$ cat src/rtl/laser_packet_assembler.sv
`default_nettype none
// ============================================================================
// laser_packet_assembler: frames LaserReceiver byte pairs into checked packets
// and forwards good START/STOP packets bytewise. Option: LASER_PKT_CHECKSUM_EN
// Revision 1.0
// ============================================================================
module laser_packet_assembler #(
  parameter int BUF_BYTES      = 512,
  parameter int TIMEOUT_CYCLES = 255,
  parameter int START_LEN      = 512,
  parameter int STOP_LEN       = 6,
  parameter int ACK_LEN        = 4,
  parameter int FAIL_LEN       = 4,
  parameter int DONE_LEN       = 2
) (
  input  logic       clock,
  input  logic       reset,
  input  logic       data_valid,
  input  logic [7:0] data1_in,
  input  logic [7:0] data2_in,
  output logic [7:0] send_data,
  output logic       send_valid,
  input  logic       send_ready,
  output logic       pkt_done,
  output logic       pkt_ok,
  output logic [2:0] pkt_type,
  output logic       overrun,
  output logic       busy
);

  localparam int PAIR_W = $clog2(BUF_BYTES / 2) + 1;
  localparam int RD_W   = $clog2(BUF_BYTES);
  localparam int GAP_W  = $clog2(TIMEOUT_CYCLES + 1);

  localparam logic [2:0] TYPE_START   = 3'd1;
  localparam logic [2:0] TYPE_STOP    = 3'd2;
  localparam logic [2:0] TYPE_ACK     = 3'd3;
  localparam logic [2:0] TYPE_FAIL    = 3'd4;
  localparam logic [2:0] TYPE_DONE    = 3'd5;
  localparam logic [2:0] TYPE_UNKNOWN = 3'd7;

  typedef enum logic [1:0] {
    ST_IDLE    = 2'd0,
    ST_COLLECT = 2'd1,
    ST_CHECK   = 2'd2,
    ST_DRAIN   = 2'd3
  } state_t;

  function automatic logic [2:0] decode_hdr(input logic [7:0] hdr);
    case (hdr)
      8'hcc:   return TYPE_START;
      8'h55:   return TYPE_STOP;
      8'h11:   return TYPE_ACK;
      8'hbb:   return TYPE_FAIL;
      8'haa:   return TYPE_DONE;
      default: return TYPE_UNKNOWN;
    endcase
  endfunction

  function automatic logic [PAIR_W-1:0] len_pairs(input logic [2:0] t);
    case (t)
      TYPE_START: return PAIR_W'(START_LEN / 2);
      TYPE_STOP:  return PAIR_W'(STOP_LEN / 2);
      TYPE_ACK:   return PAIR_W'(ACK_LEN / 2);
      TYPE_FAIL:  return PAIR_W'(FAIL_LEN / 2);
      default:    return PAIR_W'(DONE_LEN / 2);
    endcase
  endfunction

  state_t            state_q, state_d;
  logic [2:0]        cur_type_q, cur_type_d;
  logic [PAIR_W-1:0] pair_cnt_q, pair_cnt_d;
  logic [GAP_W-1:0]  gap_q, gap_d;
  logic [RD_W-1:0]   rd_ptr_q, rd_ptr_d;
  logic              send_valid_q, send_valid_d;
  logic              pkt_done_q, pkt_done_d;
  logic              pkt_ok_q, pkt_ok_d;
  logic [2:0]        pkt_type_q, pkt_type_d;
  logic              overrun_q, overrun_d;

  logic [7:0]        lane1_mem_q [BUF_BYTES/2];
  logic [7:0]        lane2_mem_q [BUF_BYTES/2];
  logic              wr_en;
  logic [PAIR_W-2:0] wr_idx;
  logic [2:0]        hdr_type;
  logic              first_ok, final_ok, last_byte;

`ifdef LASER_PKT_CHECKSUM_EN
  logic [7:0] csum_q, csum_d;
  // Trailing byte must equal the XOR of every byte before it in the packet.
  assign first_ok = (data2_in == data1_in);
  assign final_ok = (data2_in == (csum_q ^ data1_in));
`else
  assign first_ok = 1'b1;
  assign final_ok = 1'b1;
`endif

  assign hdr_type  = decode_hdr(data1_in);
  assign last_byte = ((PAIR_W+1)'(rd_ptr_q) ==
                      ({len_pairs(cur_type_q), 1'b0} - (PAIR_W+1)'(1)));

  always_comb begin
    state_d      = state_q;
    cur_type_d   = cur_type_q;
    pair_cnt_d   = pair_cnt_q;
    gap_d        = gap_q;
    rd_ptr_d     = rd_ptr_q;
    send_valid_d = send_valid_q;
    pkt_done_d   = 1'b0;
    pkt_ok_d     = pkt_ok_q;
    pkt_type_d   = pkt_type_q;
    overrun_d    = 1'b0;
    wr_en        = 1'b0;
    wr_idx       = pair_cnt_q[PAIR_W-2:0];
`ifdef LASER_PKT_CHECKSUM_EN
    csum_d       = csum_q;
`endif
    case (state_q)
      ST_IDLE: begin
        if (data_valid) begin
          if (hdr_type == TYPE_UNKNOWN) begin
            pkt_done_d = 1'b1;
            pkt_ok_d   = 1'b0;
            pkt_type_d = TYPE_UNKNOWN;
          end else begin
            wr_en      = 1'b1;
            wr_idx     = '0;
            cur_type_d = hdr_type;
            pair_cnt_d = PAIR_W'(1);
            gap_d      = '0;
`ifdef LASER_PKT_CHECKSUM_EN
            csum_d     = data1_in ^ data2_in;
`endif
            if (len_pairs(hdr_type) == PAIR_W'(1)) begin
              state_d    = ST_CHECK;
              pkt_done_d = 1'b1;
              pkt_ok_d   = first_ok;
              pkt_type_d = hdr_type;
            end else begin
              state_d = ST_COLLECT;
            end
          end
        end
      end
      ST_COLLECT: begin
        // An expired gap takes priority over a pair arriving the same cycle.
        if (gap_q == GAP_W'(TIMEOUT_CYCLES)) begin
          state_d    = ST_IDLE;
          pkt_done_d = 1'b1;
          pkt_ok_d   = 1'b0;
          pkt_type_d = cur_type_q;
        end else if (data_valid) begin
          wr_en      = 1'b1;
          pair_cnt_d = pair_cnt_q + PAIR_W'(1);
          gap_d      = '0;
`ifdef LASER_PKT_CHECKSUM_EN
          csum_d     = csum_q ^ data1_in ^ data2_in;
`endif
          if (pair_cnt_d == len_pairs(cur_type_q)) begin
            state_d    = ST_CHECK;
            pkt_done_d = 1'b1;
            pkt_ok_d   = final_ok;
            pkt_type_d = cur_type_q;
          end
        end else begin
          gap_d = gap_q + GAP_W'(1);
        end
      end
      ST_CHECK: begin
        overrun_d = data_valid;
        if (pkt_ok_q && (cur_type_q == TYPE_START || cur_type_q == TYPE_STOP)) begin
          state_d      = ST_DRAIN;
          send_valid_d = 1'b1;
          rd_ptr_d     = '0;
        end else begin
          state_d = ST_IDLE;
        end
      end
      default: begin
        overrun_d = data_valid;
        if (send_valid_q && send_ready) begin
          if (last_byte) begin
            state_d      = ST_IDLE;
            send_valid_d = 1'b0;
          end else begin
            rd_ptr_d = rd_ptr_q + RD_W'(1);
          end
        end
      end
    endcase
  end

  always_ff @(posedge clock) begin
    if (reset) begin
      state_q      <= ST_IDLE;
      cur_type_q   <= 3'd0;
      pair_cnt_q   <= '0;
      gap_q        <= '0;
      rd_ptr_q     <= '0;
      send_valid_q <= 1'b0;
      pkt_done_q   <= 1'b0;
      pkt_ok_q     <= 1'b0;
      pkt_type_q   <= 3'd0;
      overrun_q    <= 1'b0;
`ifdef LASER_PKT_CHECKSUM_EN
      csum_q       <= 8'd0;
`endif
    end else begin
      state_q      <= state_d;
      cur_type_q   <= cur_type_d;
      pair_cnt_q   <= pair_cnt_d;
      gap_q        <= gap_d;
      rd_ptr_q     <= rd_ptr_d;
      send_valid_q <= send_valid_d;
      pkt_done_q   <= pkt_done_d;
      pkt_ok_q     <= pkt_ok_d;
      pkt_type_q   <= pkt_type_d;
      overrun_q    <= overrun_d;
`ifdef LASER_PKT_CHECKSUM_EN
      csum_q       <= csum_d;
`endif
    end
  end

  always_ff @(posedge clock) begin
    if (wr_en) begin
      lane1_mem_q[wr_idx] <= data1_in;
      lane2_mem_q[wr_idx] <= data2_in;
    end
  end

  assign send_data  = rd_ptr_q[0] ? lane2_mem_q[rd_ptr_q[RD_W-1:1]]
                                  : lane1_mem_q[rd_ptr_q[RD_W-1:1]];
  assign send_valid = send_valid_q;
  assign pkt_done   = pkt_done_q;
  assign pkt_ok     = pkt_ok_q;
  assign pkt_type   = pkt_type_q;
  assign overrun    = overrun_q;
  assign busy       = (state_q != ST_IDLE);

endmodule
`default_nettype wire

$ cat config.mk
export PLATFORM = sky130hd
export DESIGN_NAME = laser_packet_assembler
export DESIGN_NICKNAME = d
export VERILOG_FILES = /design/src/rtl/laser_packet_assembler.sv
export SDC_FILE = /design/constraint.sdc
export NUM_CORES = 2
export LEC_CHECK = 0
export CORE_UTILIZATION = 30
export DETAILED_ROUTE_END_ITERATION = 10
export HOLD_SLACK_MARGIN = 0.05
export SYNTH_ARGS = -nofsm -noshare
export SYNTH_HDL_FRONTEND = slang
export SYNTH_SLANG_ARGS = --single-unit
$ cat constraint.sdc
create_clock -name clock -period 5.4 [get_ports clock]
set_input_delay 0.54 -clock clock [delete_from_list [all_inputs] [get_ports clock]]
set_output_delay 0.54 -clock clock [all_outputs]
set_load 0.02 [all_outputs]
### Yosys cells after proc, flatten, opt, wreduce, memory -nomap -nowiden

Memories as Yosys holds them, arrays and structs flattened. A register that Yosys moved wholly into a read port is not among the register bits.
Cells that the tools add are included.

* output and inout bits: 16
* RAM bits: 4096
* bits of input ports: 20
* word-level logic and storage cells: 141
* flip-flop bits (word level): 38
* memories kept: 2

* eq/ne operators: 29
* reductions and logical operators: 21
* multiplexer cells: 73
* add/sub/neg operators: 4
* bitwise logic cells: 2

Memory list
* lane1_mem_q: words 256, bits a word 8, rd ports 1, clocked after Yosys merged registers in 1, wr ports 1, line 81 `logic [7:0] lane1_mem_q [BUF_BYTES/2];`
* lane2_mem_q: words 256, bits a word 8, rd ports 1, clocked after Yosys merged registers in 1, wr ports 1, line 82 `logic [7:0] lane2_mem_q [BUF_BYTES/2];`

Operators with widths (number)
* $mux 9: 13
* $mux 8: 12
* $pmux 9 s3: 2
* $pmux 9 s2: 2
* $eq 8x8->1 const B: 4
* $mux 1: 21
* $add 9x1->9 const B: 2
* $mux 2: 9
* $mux 3: 6
* $pmux 8 s2: 1
* $pmux 3 s5: 1
* $eq 3x2->1 const B: 4
* $reduce_and 4->1: 3
* $eq 9x10->1: 1
* $ne 2x2->1 const B: 5
* $reduce_and 5->1: 2
* $sub 10x1->10 const B: 1
* $eq 3x3->1 const B: 3
* $eq 9x1->1 const B: 1
* $eq 9x9->1: 1
* $ne 3x3->1 const B: 3
* $add 8x1->8 const B: 1
* $eq 8x5->1 const B: 1
* $eq 8x7->1 const B: 1
* other kinds (17): 29

### Logic depth before layout (Yosys ltp)

* word-level depth: 13
* mapped depth: 14

### Least setup slack after synthesis

No wires, ideal clock.

* kind: reg-to-reg
* from: register gap_q[0]
* to: memory lane1_mem_q[243][0], enable pin
* period minus slack after synthesis: 3.657 ns
* setup slack: 1.743 ns
* setup time: 0.430 ns
* required time: 4.970 ns
* stages on the path, launching flop included: 9
* arrival time: 3.227 ns
* buffers on the path: 1
* path through: dfxtp_1 ha_1 nand3_1 nor3_1 and2b_1 nand2_2 or3_1 clkbuf_1 nor4_1

* cells in the longest elaborated chain, start to end: 5

RTL lines
* from (decl): line 73 `logic [GAP_W-1:0] gap_q, gap_d;`
* from (signal assigned): line 212 `gap_q <= gap_d;`
* $eq 8x8->1: line 147 `if (gap_q == GAP_W'(TIMEOUT_CYCLES)) begin`
* $mux 1: line 147
* $pmux 1 s2: line 118 `case (state_q)`
* $mux 1: line 226 `if (wr_en) begin`
* $mux 1 (not written as such): line 227 `lane1_mem_q[wr_idx] <= data1_in;`
* to (decl): line 81

Every way passes these cells.

==> impl_results.md <==
- Vias in the first global route: between 80000 and 90000
- DR iter-0 viols: approximately 12000
- PwrDens: approximately 340 nW/um2
- Die Ht: between 700 and 800 um
- Congestion Overflow GR: 0
- Pin count of the biggest net entering global routing: ~180
- Vias: approximately 89000
- Outcome: finished with violations
- Fin Clk Skew: 0.0515 ns
- Final period util: between 90% and 100%
- Synth Flop Type: edfxtp_1
- Slew HR: -9.84%
- First-pass GRT wire length: just under 700000 um
- DR top layer: met5
- Family with the most delay on the worst path: buffers and inverters
- Yosys reg bits: between 4000 and 5000
- HP Class: primary input to register
- Skew-Pair Late Insertion Delay: between 0.9 and 1 ns
- Crit-path cells: buf_4, buf_4, mux4_2, a211oi_1, o21ai_1, nand3_1, or3_1, a311oi_2, buf_4, buf_12
- Mapped Area: approximately 160000 um2
- Nets@finish: approximately 9000
- Area grow syn2layout: 15.8%
- Root Buffer: clkbuf_16
- Initial antenna violation count: 31
- R2r worst-path depth: 7
- Critical-path top delay cell: or3_1
- Die Footprint: approximately 550000 um2
- Mapped Cells: between 8000 and 9000
- Buf/Inv on CP: 4
- Top cell by count, worst path: buf_4
- Max incr delay on CP: ~0.57 ns
- Req. time, crit path: just under 5 ns
- Total CTS buffers: 397
- Maximum clock frequency: 185 MHz
- CTS tree: yes
- H-tree level count: 5
- Hold Path Sink: lane2_mem_q[154][1]
- Core area: ~540000 um2
- Startpoint of the worst hold path: data2_in[1]
- CP endpoint kind: primary output
- CP Class: register to primary output
- Final slew viol count: 80
- Post-Syn Nets: 8375
- Routed length per instance: just under 30 um
- Fillcell total: around 50000
- Number of flops mapped to enable cells by yosys: slightly above 4000
- Max Cap Viol: 0
- Sink Count: 4142
- R2R Setup Slk: 1.17 ns
- Final hold vios: 0
- Reg-to-Reg End: lane1_mem_q[100][7]
- Wl on met1: between 150000 and 200000 um
- Sequential area share after synthesis: 76.1%
- Wire length on met3: around 50000 um
- Avg Cell Area, Syn: approximately 20 um2
- Final Setup Violations: 0
- HPWL after DPL: approximately 300000 um
- Routed Antenna Nets: 0
- Worst-margin pin slew: ~1.6 ns
- Synth async-reset ratio: 0%
- Hold Worst Slack: between 0.1 and 0.15 ns
- Residual DRC: 0
- Startpoint types: register
- Clk pin slew, worst setup/hold paths: approximately 0.060 ns
- GRT Overall Usage: between 10% and 20%
- Io pins: 36
- Buffers on Ports: 35
- Final Critical Period: around 5.4 ns
- Vias per cell: ~5.4
- # placed instances: 15718
- Clk buf depth: 4
- Metal2 WL: ~230000 um
- Initial Utilization: between 30 and 40%
- Lkg Pwr: roughly 56 nW
- Share of cells above drive strength 1: a little over a fifth
- Die extent in x: 739 um
- Synth warnings: 0
- Placer Congestion: between 0.8 and 0.9
- Failing checks: max-slew violations
- Final wirelength: around 490000 um
- Hold Crit Depth: 1
- Worst Path Arrival: approximately 4.9 ns
- Fin cells: 16490
- Worst-path fanout max: 31
- Netlist cell types: 96
- Cell Rows: 270
- Pre-Repair DR Iteration Count: 6
- Worst VDD drop: a little under 0.3 mV
- Worst r2r src: state_q[1]
[per-layer routing]
metal / global-route usage [%] / vias up
li1: - / 35847
met1: 23.7 / 46719
met2: 27.5 / 5176
met3: 3.36 / 915
met4: 6.68 / 12
met5: 0 / -
[cell usage in the layout, fill, tap and decap left out, drive strengths merged, types with 13 or more instances in the layout]
master       n
o221ai     267
a22oi       44
edfxtp    4096
clkinv     170
a2111oi     13
o21ai      162
mux4       562
nand3       69
clkbuf     482
nor2       431
dfxtp       46
inv         18
or3         16
buf        681
bufinv      42
mux2i      966
clkinvlp    17
nand4       18
nor3       108
a21oi      239
o211ai      19
a31oi       47
nor4        36
o22ai      228
and3        17
o31ai       14
nand2      193
nor2b       17
a211oi      34
[flip-flops by register name, indices dropped and copies added (netlist names), named ones only]
| register | flops |
|---|---|
| pkt_ok | 1 |
| cur_type_q | 3 |
| pkt_done | 1 |
| pair_cnt_q | 9 |
| gap_q | 8 |
| state_q | 2 |
| pkt_type | 3 |
| lane2_mem_q | 2048 |
| overrun | 1 |
| rd_ptr_q | 9 |
| send_valid | 1 |
| lane1_mem_q | 2048 |
[worst register-to-register path, delay by kind of cell (launching register included)]
kind | cells | cell delay (ns)
DFF | 1 | 0.53
and+or+nand+nor | 4 | 2.76
buffers and inverters | 2 | 0.52
AOI/OAI and AO/OA | 1 | 0.09
[cell usage after synthesis (all sizes together) (10+ instances only)]
cell type  number  share of area, %
o21ai         162              0.50
buf           304               1.7
o211ai         19             0.088
edfxtp       4096                76
a311oi         10             0.072
a31oi          47              0.18
mux2i         966               5.9
mux4          562               7.9
xnor2          11             0.059
nand2b         11             0.042
nor3          108              0.33
clkbuf        201              0.55
nor2          431              0.99
a2111oi        13             0.078
and3           17             0.065
nand4          18             0.069
o22ai         228              0.88
nand2         193              0.45
dfxtp          46              0.57
nor2b          17             0.065
a22oi          44              0.20
a211oi         34              0.16
nor4           36              0.15
or3            16             0.061
o221ai        267               1.5
nand3          69              0.21
xor2           12             0.065
and2           12             0.046
a21oi         239              0.73
o31ai          14             0.065
[stage by stage]
step | power, mW | worst slack (ns) | area, um2 | setup TNS (ns) | util (%)
after floorplan | 36.1 | 1.74 | 163000 | 0 | -
after global placement | 36.8 | -0.283 | 174000 | -0.507 | 32.3
after detailed placement | 36.9 | -0.200 | 174000 | -0.365 | 32.3
after CTS | 64.3 | -0.0592 | 188000 | -0.118 | 34.8
after global routing | 65.5 | -0.00654 | 188000 | -0.00654 | 34.9
final | 64.0 | 0.00882 | 189000 | 0 | 34.9
[where the power goes]
group / switching (mW) / internal [mW] / total, mW / leakage, nW
logic: 0.727 / 0.106 / 0.834 / 12.2
registers: 0.0114 / 35.3 / 35.3 / 37.2
clock network: 12.1 / 15.7 / 27.8 / 6.19
[kinds of logic after synthesis]
family / count (synthesis) / share of synthesized area [%]
simple gates: 971 / 2.71
buf+inv: 517 / 2.29
xor+xnor: 23 / 0.124
mux: 1537 / 13.9
compound gates: 1157 / 4.85
flops: 4142 / 76.1
fa+ha+maj: 4 / 0.0307
[worst max path at each step]
stage | endpoint | cells past startpoint
floorplan | lane1_mem_q[243][0] | 8
global placement | send_data[4] | 12
detailed placement | send_data[4] | 12
CTS | send_data[6] | 12
global route | send_data[7] | 15
finish | send_data[2] | 10
[repair_timing]
| item | CTS | global route |
|---|---|---|
| hold endpoints to repair | 152 | 0 |
| pin swaps | 9 | 8 |
| gates cloned | 9 | 1 |
| buffers inserted | 23 | 5 |
| gates resized for setup | 120 | 30 |
| hold buffers | 8 | 0 |
| endpoints found under the setup margin | 8 | 7 |
[cell type report]
cell class	count	area [um2]	share of cell area, %
clock inverters	236	2340	1.24
inverters	11	58.8	0.0312
clock buffers	480	10400	5.51
repair buffers	709	6870	3.64
diodes	10	25.0	0.0133
well taps	7208	9020	4.78
flip-flops and latches	4142	124000	65.7
multi-input cells	3694	35900	19.0
No activity file was read; power rests on OpenSTA's default activity.
